<file path="src/rtl/dlx_pipe_pkg.sv">
// rtl/dlx_pipe_pkg.sv - shared DLX pipeline widths, NOP encoding and width helper
package dlx_pipe_pkg;

  localparam int INSTR_W = 32;
  localparam int PC_W    = 32;

  // Also used by decode to squash an instruction popped during a flush
  localparam logic [INSTR_W-1:0] NOP_INSTR = 32'h54000000;

  function automatic int clog2(input int n);
    int r;
    r = 0;
    for (int i = 0; i < 31; i++) begin
      if ((1 << i) < n) r = i + 1;
    end
    return r;
  endfunction

endpackage

</file>
<file path="src/rtl/fetch_queue_mem.sv">
// rtl/fetch_queue_mem.sv - fetch queue storage, one sync write port, one async read port
module fetch_queue_mem #(
  parameter int DEPTH  = 4,
  parameter int ADDR_W = 2,
  parameter int DATA_W = 64
) (
  input  logic              clk,
  input  logic              we,
  input  logic [ADDR_W-1:0] waddr,
  input  logic [DATA_W-1:0] wdata,
  input  logic [ADDR_W-1:0] raddr,
  output logic [DATA_W-1:0] rdata
);

  logic [DATA_W-1:0] mem [DEPTH];

  always_ff @(posedge clk) begin
    if (we) mem[waddr] <= wdata;
  end

  assign rdata = mem[raddr];

endmodule

</file>
<file path="src/rtl/fetch_queue.sv">
// rtl/fetch_queue.sv - fetch-to-decode decoupling FIFO with NOP bubble and one-cycle flush
module fetch_queue
  import dlx_pipe_pkg::*;
#(
  parameter int                 DEPTH     = 4,
  parameter logic [INSTR_W-1:0] NOP_INSTR = dlx_pipe_pkg::NOP_INSTR
) (
  input  logic                  clk,
  input  logic                  reset,
  input  logic                  flush,
  input  logic                  enq_valid,
  output logic                  enq_ready,
  input  logic [INSTR_W-1:0]    enq_instr,
  input  logic [PC_W-1:0]       enq_pc8,
  output logic                  deq_valid,
  input  logic                  deq_ready,
  output logic [INSTR_W-1:0]    deq_instr,
  output logic [PC_W-1:0]       deq_pc8,
  output logic [clog2(DEPTH):0] count
);

  localparam int PTR_W = clog2(DEPTH);
  localparam int CNT_W = PTR_W + 1;

  logic [PTR_W-1:0]        wr_ptr;
  logic [PTR_W-1:0]        rd_ptr;
  logic                    full;
  logic                    empty;
  logic                    push;
  logic                    pop;
  logic [INSTR_W+PC_W-1:0] rdata;

  // Occupancy alone decides full/empty, so the pointers may wrap freely
  assign full  = (count == CNT_W'(DEPTH));
  assign empty = (count == '0);
  assign push  = enq_valid & ~full;
  assign pop   = ~empty & deq_ready;

  always_ff @(posedge clk or negedge reset) begin
    if (!reset) begin
      wr_ptr <= '0;
      rd_ptr <= '0;
      count  <= '0;
    end else if (flush) begin
      wr_ptr <= '0;
      rd_ptr <= '0;
      count  <= '0;
    end else begin
      if (push) wr_ptr <= wr_ptr + PTR_W'(1);
      if (pop)  rd_ptr <= rd_ptr + PTR_W'(1);
      if (push && !pop)      count <= count + CNT_W'(1);
      else if (pop && !push) count <= count - CNT_W'(1);
    end
  end

  fetch_queue_mem #(
    .DEPTH  (DEPTH),
    .ADDR_W (PTR_W),
    .DATA_W (INSTR_W + PC_W)
  ) u_mem (
    .clk   (clk),
    .we    (push & ~flush),
    .waddr (wr_ptr),
    .wdata ({enq_instr, enq_pc8}),
    .raddr (rd_ptr),
    .rdata (rdata)
  );

  assign enq_ready = ~full;
  assign deq_valid = ~empty;
  assign deq_instr = empty ? NOP_INSTR : rdata[INSTR_W+PC_W-1:PC_W];
  assign deq_pc8   = empty ? '0 : rdata[PC_W-1:0];

endmodule
</file>
<file path="config.mk">
export PLATFORM = sky130hd
export DESIGN_NAME = fetch_queue
export DESIGN_NICKNAME = d
export VERILOG_FILES = /design/src/rtl/dlx_pipe_pkg.sv /design/src/rtl/fetch_queue_mem.sv /design/src/rtl/fetch_queue.sv
export SDC_FILE = /design/constraint.sdc
export NUM_CORES = 1
export LEC_CHECK = 0
export CELL_PAD_IN_SITES_DETAIL_PLACEMENT = 1
export CELL_PAD_IN_SITES_GLOBAL_PLACEMENT = 2
export CORE_ASPECT_RATIO = 0.6
export CORE_MARGIN = 5
export CORE_UTILIZATION = 47
export CTS_BUF_LIST = sky130_fd_sc_hd__clkbuf_8
export CTS_CLUSTER_DIAMETER = 40
export CTS_CLUSTER_SIZE = 10
export DETAILED_ROUTE_END_ITERATION = 8
export GPL_TIMING_DRIVEN = 0
export MAX_ROUTING_LAYER = met4
export PLACE_DENSITY_LB_ADDON = 0.1
export SLEW_MARGIN = 30
export SYNTH_ARGS = -nofsm -noshare
export SYNTH_HDL_FRONTEND = slang
export SYNTH_SLANG_ARGS = --single-unit
</file>
<file path="constraint.sdc">
create_clock -name clk -period 6.3 [get_ports clk]
set_clock_uncertainty 0.05 [all_clocks]
set_input_delay 0.945 -clock clk [delete_from_list [all_inputs] [get_ports clk]]
set_output_delay 0.945 -clock clk [all_outputs]
set_load 0.02 [all_outputs]
</file>
### After elaboration in Yosys (flattened, before gate mapping)

Memories as Yosys holds them, arrays and structs flattened.
Index checks and enable logic that the tools add are counted.

| word-level totals | value |
|---|---|
| flip-flop bits (word level) | 7 |
| bits in writable memories | 256 |
| bits of input ports | 69 |
| output and inout port bits | 69 |
| word-level logic and storage cells | 34 |
| memories | 1 |

| operators by class | value |
|---|---|
| add/sub/neg operators | 4 |
| equality and inequality tests | 1 |
| muxes and demuxes | 11 |
| bitwise operators | 6 |
| reduce and logical (&&, ||, !) cells | 8 |

Memories:

| name | words | bits a word | rd ports | clocked after Yosys merged registers in | write ports | line | text |
|---|---|---|---|---|---|---|---|
| u_mem.mem | 4 | 64 | 1 | 0 | 1 | fetch_queue_mem.sv:15 | `logic [DATA_W-1:0] mem [DEPTH];` |

Operators by type and width:

| operator | count |
|---|---|
| $mux 32 | 2 |
| $mux 3 | 3 |
| $mux 2 | 4 |
| $add 2x1->2 const B | 2 |
| $reduce_bool 2->1 | 2 |
| $add 3x1->3 const B | 1 |
| $and 1x1->1 | 3 |
| $eq 3x3->1 const B | 1 |
| $logic_not 3->1 | 1 |
| $not 1->1 | 3 |
| $reduce_bool 3->1 | 1 |
| $sub 3x1->3 const B | 1 |
| $logic_and 1x1->1 | 2 |
| $logic_not 1->1 | 2 |
| $mux 1 | 2 |

### Logic depth before layout (Yosys ltp)

Gate-level depths: netlist of the first run.

| logic depth | value |
|---|---|
| depth in word-level cells | 8 |
| mapped depth | 8 |
| gate-level depth less buffers | 7 |

### Modules after synthesis

From an unflattened synthesis of the first run, not the netlist that was laid out.

| unflattened totals | value |
|---|---|
| cell total of the unflattened synthesis | 470 |
| area, all modules | 10,361.2 µm² |

By module, submodules not included:

| module | instances | cells an instance | area an instance (µm²) | seq. area each (µm²) |
|---|---|---|---|---|
| fetch_queue_mem | 1 | 338 | 9,341.5 | 7,687.4 |
| fetch_queue | 1 | 132 | 1,019.7 | 175.2 |

### Least setup slack after synthesis of the first run

No wires, ideal clock.

| path | value |
|---|---|
| path kind | input-to-reg |
| start | in enq_valid |
| end | mem u_mem.mem[0][0] (enable) |
| arrival | 2,961 ps |
| required time | 5,821 ps |
| setup slack | 2,860 ps |
| stages | 4 |
| buffers on the path | 1 |
| cell sequence | buf_2 -> inv_1 -> nor3_1 -> and2_1 |

| on the way | value |
|---|---|
| cells in the longest elaborated chain, start to end | 4 |

RTL lines:

| element | line | text |
|---|---|---|
| from (decl) | fetch_queue.sv:11 | `input logic enq_valid,` |
| $and 1x1->1 | fetch_queue.sv:36 | `assign push = enq_valid & ~full;` |
| $and 1x1->1 | fetch_queue.sv:62 | `.we (push & ~flush),` |
| $mux 1 | fetch_queue_mem.sv:18 | `if (we) mem[waddr] <= wdata;` |
| $mux 1 (not written as such) | fetch_queue_mem.sv:18 |  |
| to (decl) | fetch_queue_mem.sv:15 |  |

No other way between the ends.

### Worst setup path in the final report of the first run

| path | value |
|---|---|
| start | reg count[0] |
| end | out deq_instr[17] |

| on the way | value |
|---|---|
| cells in the longest elaborated chain, start to end | 2 |

RTL lines:

| element | line | text |
|---|---|---|
| from (decl) | fetch_queue.sv:19 | `output logic [clog2(DEPTH):0] count` |
| from (signal assigned) | fetch_queue.sv:51 | `if (push && !pop) count <= count + CNT_W'(1);` |
| from (signal assigned) | fetch_queue.sv:52 | `else if (pop && !push) count <= count - CNT_W'(1);` |
| $logic_not 3->1 | fetch_queue.sv:35 | `assign empty = (count == '0);` |
| $mux 32 | fetch_queue.sv:71 | `assign deq_instr = empty ? NOP_INSTR : rdata[INSTR_W+PC_W-1:PC_W];` |
| to (decl) | fetch_queue.sv:17 | `output logic [INSTR_W-1:0] deq_instr,` |

No other way between the ends.

==> summary by stage, run 1 <==
Logic synthesis
The async set-reset flop share out of synthesis is 2.66%. The share of synthesized area occupied by flip-flops and latches is roughly 77%. In this run, synthesis inferred around 260 flip-flops with an integrated enable.

The net count after synthesis is 542. Summing every instance area after synthesis gives 0.0102 mm². After synthesis, the largest family of logic cells by area is multiplexers. The complex-gate fraction of the synthesized area is under 10%. After technology mapping, the gate count stands at approximately 470. The portion of synthesized area spent on multiplexers is between 10% and 20%. By area the synthesized netlist is led by edfxtp_1 75%, mux4_2 14%, nor2b_1 3.7%, dfrtp_1 1.7%, buf_6 0.55%. Summing the areas of all and, or, nand and nor instances in the mapped netlist gives 4.92% of the synthesized area. The portion of synthesized cell area occupied by the leading cell type is 75.2%. The post-synthesis average cell area is 21.8 µm². After synthesis the netlist holds a flip-flop and latch count of between 200 and 300. The flip-flop cell with the highest count after synthesis is edfxtp_1.

The library cell with the largest summed area after synthesis is edfxtp_1. The post-synthesis xor/xnor area fraction is 0.171%. The count of unique library cells instantiated by Yosys is 33.

Summing the areas of all fa, ha and maj instances in the mapped netlist gives less than 1% of the synthesized area. The yosys synthesis warning count is 0.

Layout
The non-filler instance count after layout is about 940. The layout cell share with drive strength beyond 1 is 19.6%. For this run, the post-layout net count is 713.

The utilization of the core after routing is 59.4%. The library cells used most frequently in the layout, excluding fill and tap cells, are 256 x edfxtp_1, 134 x clkdlybuf4s50_1, 64 x mux4_2. The area added between synthesis and finish is 23.0%. The commonest non-fill, non-tap cell in the layout is edfxtp_1.

Floorplanning
Once the floorplan was initialized, standard cells occupied 48.3% of the core. In this run the horizontal extent of the chip is 200 µm. The count of boundary I/O pins is 138.

The die covers 0.0249 mm². The die is 124 µm tall. The floorplan has 41 rows. The placeable core region is 0.0212 mm².

Timing
The final-report max-slew violation count is 0. The final number of hold-violating endpoints is 0. Setup violations remaining at the end of the flow were counted as 0. At the pin with the least slew margin, the transition time is approximately 0.74 ns. After layout, the worst path uses 62.0% of the clock period. The setup TNS is 0 ns.

The highest clock frequency the design can meet is 256 MHz. Headroom to the max-slew limit came out at 50.4%. Setup repair after global routing left no endpoint under its margin.

The shortest period the worst path allows is 3.91 ns.

GRT
The overall fraction of global-route tracks in use is 17.8%. Entering global routing, the biggest net connects 41 pins. The initial antenna violation count is 1. The via count of the first global-routing pass is between 5000 and 6000.

The first global-routing pass estimated 33700 µm of wire. The remaining global-route overflow is 0.

Run
Across the run, the number of max-cap violations was 0.

Power and ir drop
The total power divided by cell area is a little under 400 mW/mm². Across the VDD grid, the largest voltage drop is 0.223 mV. The cell leakage power is 4.06 nW.

Drt
For this block, the routed nets add up to 21500 µm of wire. In this run, the number of DRC markers left after iteration 0 of detailed routing was between 200 and 250. Summed over all nets, wire length on met3 after detailed routing comes to 1150 µm. The count of TritonRoute iterations in the first routing pass is 4. After detailed routing, no signal wire sits above met4. The detail route stage leaves a number of antenna-violating nets equal to 0.

The number of vias per cell is 5.38. The detailed router put a total of roughly 9800 µm of wire on met1. The average wire per cell in the routed design is 22.8 µm.

The number of DRC violations after detailed routing is 0. The routed layout has around 5100 vias. Wire segments on met2 add up to 10300 µm in the final route.

Hold path
The critical hold path startpoint is wr_ptr[1]. The min-delay analysis places its worst path in the category reg2reg.

Setup path
Along the worst path, the maximum fanout reaches 10. The start point of the critical path is count[0]. STA classifies the critical path endpoint as an output pin. The arrival time at the worst endpoint is 2.91 ns.

The critical path is of the reg2out type. The critical path startpoint category is a register. The reg-to-reg critical path startpoint is count[0].

The worst endpoint required time is 5.30 ns.

Clock tree
The number of gates resized after CTS was 0. Clock-pin slew was measured on the worst setup and hold paths at 0.07 ns. Buffers inserted during clock tree synthesis total 31. The hold buffer count at cts is 0. In this run the clock root is driven by a clkbuf_8. The setup fix buffers added after clock tree synthesis is 0. The buffer levels on the longest clock path is 3. The clock net sink count is 263.

In this run the number of H-tree levels came out at 1. TritonCTS built the clock tree. The insertion delay to the later sink of the worst-skew pair is 0.56 ns.

Outcome
The flow ran to the end, and the final reports show no timing, DRC or antenna violations.

Placed design
The global placer's final weighted congestion is 0.736. The half-perimeter wire length after detailed placement is around 14000 µm. After detailed placement, the design holds a cell count of 885. The number of I/O port buffers is 134.
-- synth_stat cells, types with 2 or more instances --
| cell type | n |
|---|---|
| o31ai_1 | 2 |
| ha_1 | 4 |
| o21ai_0 | 3 |
| inv_1 | 8 |
| xor2_1 | 2 |
| nand3_1 | 2 |
| nor2b_1 | 60 |
| mux2_2 | 2 |
| o21a_1 | 2 |
| mux4_2 | 64 |
| nor2_1 | 8 |
| edfxtp_1 | 256 |
| a21oi_1 | 2 |
| clkbuf_1 | 8 |
| buf_2 | 9 |
| dfrtp_1 | 7 |
| or2_1 | 3 |
| buf_6 | 5 |
| buf_4 | 4 |
| and2_1 | 4 |
-- critical path, stage by stage (launching register included) --
cell             delay, ns
dfrtp_1               0.40
buf_2                 0.20
nor3_2                0.20
buf_4                 0.23
clkbuf_1              0.55
nor2b_1               0.18
clkdlybuf4s50_1       0.58
-- state kept, by name, summed over array words and instances, names as in the netlist --
signal and flops:
u_mem.mem 256, wr_ptr 2, count 3, rd_ptr 2
-- final timing paths --
check | end | slack (ns) | cells past startpoint
setup / recovery | deq_instr[17] | 2.39 | 6
hold / removal | wr_ptr[1] | 0.61 | 2
setup reg to reg | count[2] | 3.66 | 7
hold reg to reg | wr_ptr[1] | 0.61 | 2
max in group asynchronous | rd_ptr[1] | 5.26 | 1
min in group asynchronous | count[1] | 0.64 | 1
-- final cells by class --
| type | count | area [µm²] |
|---|---|---|
| Multi-Input combinational cell | 171 | 2180 |
| Inverter | 8 | 30.0 |
| Fill cell | 1840 | 8610 |
| Clock inverter | 27 | 138 |
| Sequential cell | 263 | 7860 |
| Antenna cell | 1 | 2.50 |
| Tap cell | 279 | 349 |
| Timing Repair Buffer | 138 | 1430 |
| Buffer | 26 | 161 |
| Clock buffer | 31 | 427 |
-- cells by family (layout without fill, tap and decap cells) --
family                     Yosys count  count (layout)
and+or+nand+nor                     83              83
adders and majority gates            5               5
other                                0               1
xor gates and xnor gates             2               2
muxes                               67              67
AOI/OAI and AO/OA                   14              14
buffers and inverters               34             230
DFF                                263             263
-- routing by layer --
metal	global-route usage [%]	vias up
met5	-	-
met2	27.9	141
met3	4.22	28
li1	-	2237
met1	24.4	2677
met4	3.76	0
-- through the flow --
| stage | hold slack (ns) | area, µm² | setup WS [ns] | total power [mW] |
|---|---|---|---|---|
| final | 0.609 | 12600 | 2.39 | 4.92 |
| after global routing | 0.618 | 12600 | 2.20 | 5.19 |
| after CTS | 0.576 | 12600 | 2.29 | 5.00 |
| after detailed placement | 0.563 | 12000 | 2.94 | 3.91 |
| after global placement | 0.532 | 11900 | 1.50 | 3.89 |
| after floorplan | 0.507 | 10200 | 2.86 | 3.12 |
-- power breakdown --
part           switching [mW]  internal (mW)  leakage (nW)
Sequential             0.0299           2.01          2.42
Clock                   0.573          0.502         0.368
Combinational           0.939          0.864          1.28
Note: power is estimated with default switching activity, not from simulation.
==> inputs of run 2 (changes only) <==
--- a/config.mk
+++ b/config.mk
@@ -9,7 +9,7 @@
 export CELL_PAD_IN_SITES_GLOBAL_PLACEMENT = 2
 export CORE_ASPECT_RATIO = 0.6
 export CORE_MARGIN = 5
-export CORE_UTILIZATION = 47
+export CORE_UTILIZATION = 39
 export CTS_BUF_LIST = sky130_fd_sc_hd__clkbuf_8
 export CTS_CLUSTER_DIAMETER = 40
 export CTS_CLUSTER_SIZE = 10
==> constraint.sdc (replaced) <==
create_clock -name clk -period 3.48 [get_ports clk]
set_clock_uncertainty 0.05 [all_clocks]
set_input_delay 0.522 -clock clk [delete_from_list [all_inputs] [get_ports clk]]
set_output_delay 0.522 -clock clk [all_outputs]
set_load 0.02 [all_outputs]
==> run 2 against run 1 <==
Worst setup slack got worse by 2.2 ns. Combinational power rose by 82%. Critical endpoint is now deq_instr[31]. Highest routed layer unchanged. Flip-flop and latch count did not move. Via count fell by 1.7%.
==> summary by stage, run 2 (synthesis gave the netlist of run 1 again) <==
Drt
The number of DRC violations after detailed routing is 0 (unchanged). The number of vias per cell is 4.90 (-9.1%). The average wire per cell in the routed design is 22.0 µm (-3.6%).

The number of violations reported at the end of detailed-routing iteration 0 was 290 (+22%). The sum of routed wire length over all layers is 22500 µm (+4.3%). The residual antenna-violating net count after detailed routing is 0 (unchanged).

The count of TritonRoute iterations in the first routing pass came to 5 (+1). The total vias in the final route came to 4998 (-1.7%).

Layout
The final net count is 720 (+0.98%). The largest registers in the layout are u_mem.mem x256, count x3. u_mem.mem holds more flip-flops than any other register. In the layout the commonest cells are 256 x edfxtp_1, 134 x clkdlybuf4s50_1, 64 x mux4_2. The layout cell share with drive strength beyond 1 is 22.5% (+2.9 points). Leaving out fill and tap cells, the most frequent cell in the layout is edfxtp_1. The area added between synthesis and finish is 25.5%. The flip-flop count of the largest register, all copies and words added is 256 (unchanged).

Floorplanning
The placeable core region is 0.0256 mm² (+21%). The x dimension of the die is 219 µm (+9.3%). The effective utilization at floorplan came to 40.0% (-8.3 points). The height of the die is 135 µm (+9.0%).

The count of boundary I/O pins came to 138 (unchanged). The area of the die came to 0.0297 mm² (+19%). The number of rows created at floorplan came to 45 (+9.8%).

Timing
The slew at the pin with the worst max-slew slack was 0.717 ns (-0.0272 ns). The tightest hold margin came to 0.220 ns (-0.389 ns). The highest clock frequency the design can meet is 306 MHz.

The final number of hold-violating endpoints came to 0 (unchanged). The setup TNS is 0 ns (unchanged). Dividing the final minimum period by the clock period gives 94.0%.

Setup repair after global routing left no endpoint under its margin. The total of endpoints with negative setup slack in the final report is 0 (unchanged). The final-report max-slew violation count was 0 (unchanged). Subtracting the final worst setup slack from the clock period gives 3.27 ns. The worst slew margin relative to its limit was 52.2% (+1.8 points).

Clock tree
The total CTS buffers came to 35 (+13%). The buffer levels on the longest clock path is 3 (unchanged). The CTS tree is yes.

The tree is rooted in a clkbuf_8. The clock net sink count is 263 (unchanged). The clock edge transition at the registers on the reported setup and hold paths is 0.07 ns (about the same). The number of levels the H-tree was split into is 2 (+1). The hold buffer count at cts is 0 (unchanged). The insertion delay to the later sink of the worst-skew pair came to 0.54 ns (-0.02 ns).

Power and ir drop
The total power divided by cell area came to 716 mW/mm² (+83%). The worst supply voltage drop on vdd is 0.311 mV (+40%). The total power draw was 9.19 mW (+87%). The cell leakage power is 4.11 nW (+1.2%).

Setup path
The slack of the worst reg-to-reg path is 0.92 ns (-2.74 ns). The largest fanout on the critical path is 19 (+9). The capturing point of the worst reg2reg path is count[2].

The kind of capture point of the worst setup path is an output pin. The arrival time at the worst endpoint came to 2.70 ns (-0.21 ns). The critical path startpoint category is a register. The count of cells along the worst register-to-register path is 7 (unchanged).

The worst endpoint required time is 2.91 ns (-2.39 ns). The reg-to-reg critical path startpoint is count[0]. The worst setup path category is reg2out.

GRT
The global-route wire length before repair is 33900 µm (+0.61%). The remaining global-route overflow is 0 (unchanged). The pin count of the biggest net entering global routing is 24 (-41%). The initial antenna violation count is 1 (unchanged).

The via count of the first global-routing pass is 5596 (-3.4%). The overall fraction of global-route tracks in use came to 15.8% (-2.1 points).

Run
The number of max-cap violations is 0 (unchanged).

Placed design
The half-perimeter wire length after detailed placement is 14500 µm (+3.5%). The number of I/O port buffers is 134 (unchanged). The global placer's final weighted congestion is 0.724 (-1.6%).

Hold path
The type of the worst min-delay path is in2async.

Outcome
The flow ran to the end, and the final reports show no timing, DRC or antenna violations.
-- run 2: repair_timing --
item                                    in CTS  in global routing
buffers inserted                             0                  0
gates resized for setup                      3                  2
endpoints found under the hold margin        0                  0
cloned                                       0                  0
endpoints found under the setup margin       7                  5
-- run 2: how the worst max path moves through the flow --
stage	start	endpoint	slack, ns	cells past startpoint
finish	count[0]	deq_instr[31]	0.21	6
floorplan	enq_valid	u_mem.mem[0][0]	0.46	4
CTS	count[0]	deq_instr[31]	0.01	6
global placement	enq_valid	u_mem.mem[1][46]	-1.06	4
global route	count[1]	deq_instr[31]	0.03	6
detailed placement	count[0]	deq_instr[18]	0.58	6
-- run 2: per-stage QoR --
stage | instances | util, % | setup WS, ns | cell area [µm²]
after detailed placement | 962 | 47.6 | 0.580 | 12200
after global routing | 1021 | 50.2 | 0.0250 | 12800
final | 1021 | 50.2 | 0.208 | 12800
after CTS | 1021 | 50.2 | 0.0131 | 12800
after global placement | 954 | 47.0 | -1.06 | 12000
after floorplan | 468 | - | 0.463 | 10200
-- run 2: worst max-delay path, cell delays in order (launching register included) --
cell             delay (ns)
dfrtp_1                0.40
buf_2                  0.20
nor3_2                 0.18
buf_4                  0.30
clkbuf_2               0.31
and2b_1                0.21
clkdlybuf4s50_1        0.55
-- run 2: power by group --
group / switching [mW] / total, mW / internal, mW
Combinational: 1.70 / 3.28 / 1.58
Clock: 1.11 / 2.21 / 1.10
Sequential: 0.0540 / 3.69 / 3.64
Total: 2.87 / 9.19 / 6.32
-- run 2: layer usage --
layer	track usage, %	up-vias	wire [µm]
met5	-	-	0
met4	3.97	0	312
met3	4.22	36	1210
met2	24.2	119	10500
met1	21.2	2598	10400
li1	-	2245	-
-- run 2: area by class of cell --
cell class                      instances  area (µm²)
Fill cell                            2367       12700
Multi-Input combinational cell        171        2180
Antenna cell                            1        2.50
Clock buffer                           39         537
Timing Repair Buffer                  142        1500
Sequential cell                       263        7860
Tap cell                              352         440
Buffer                                 25         163
Inverter                                8        30.0
Clock inverter                         20         113
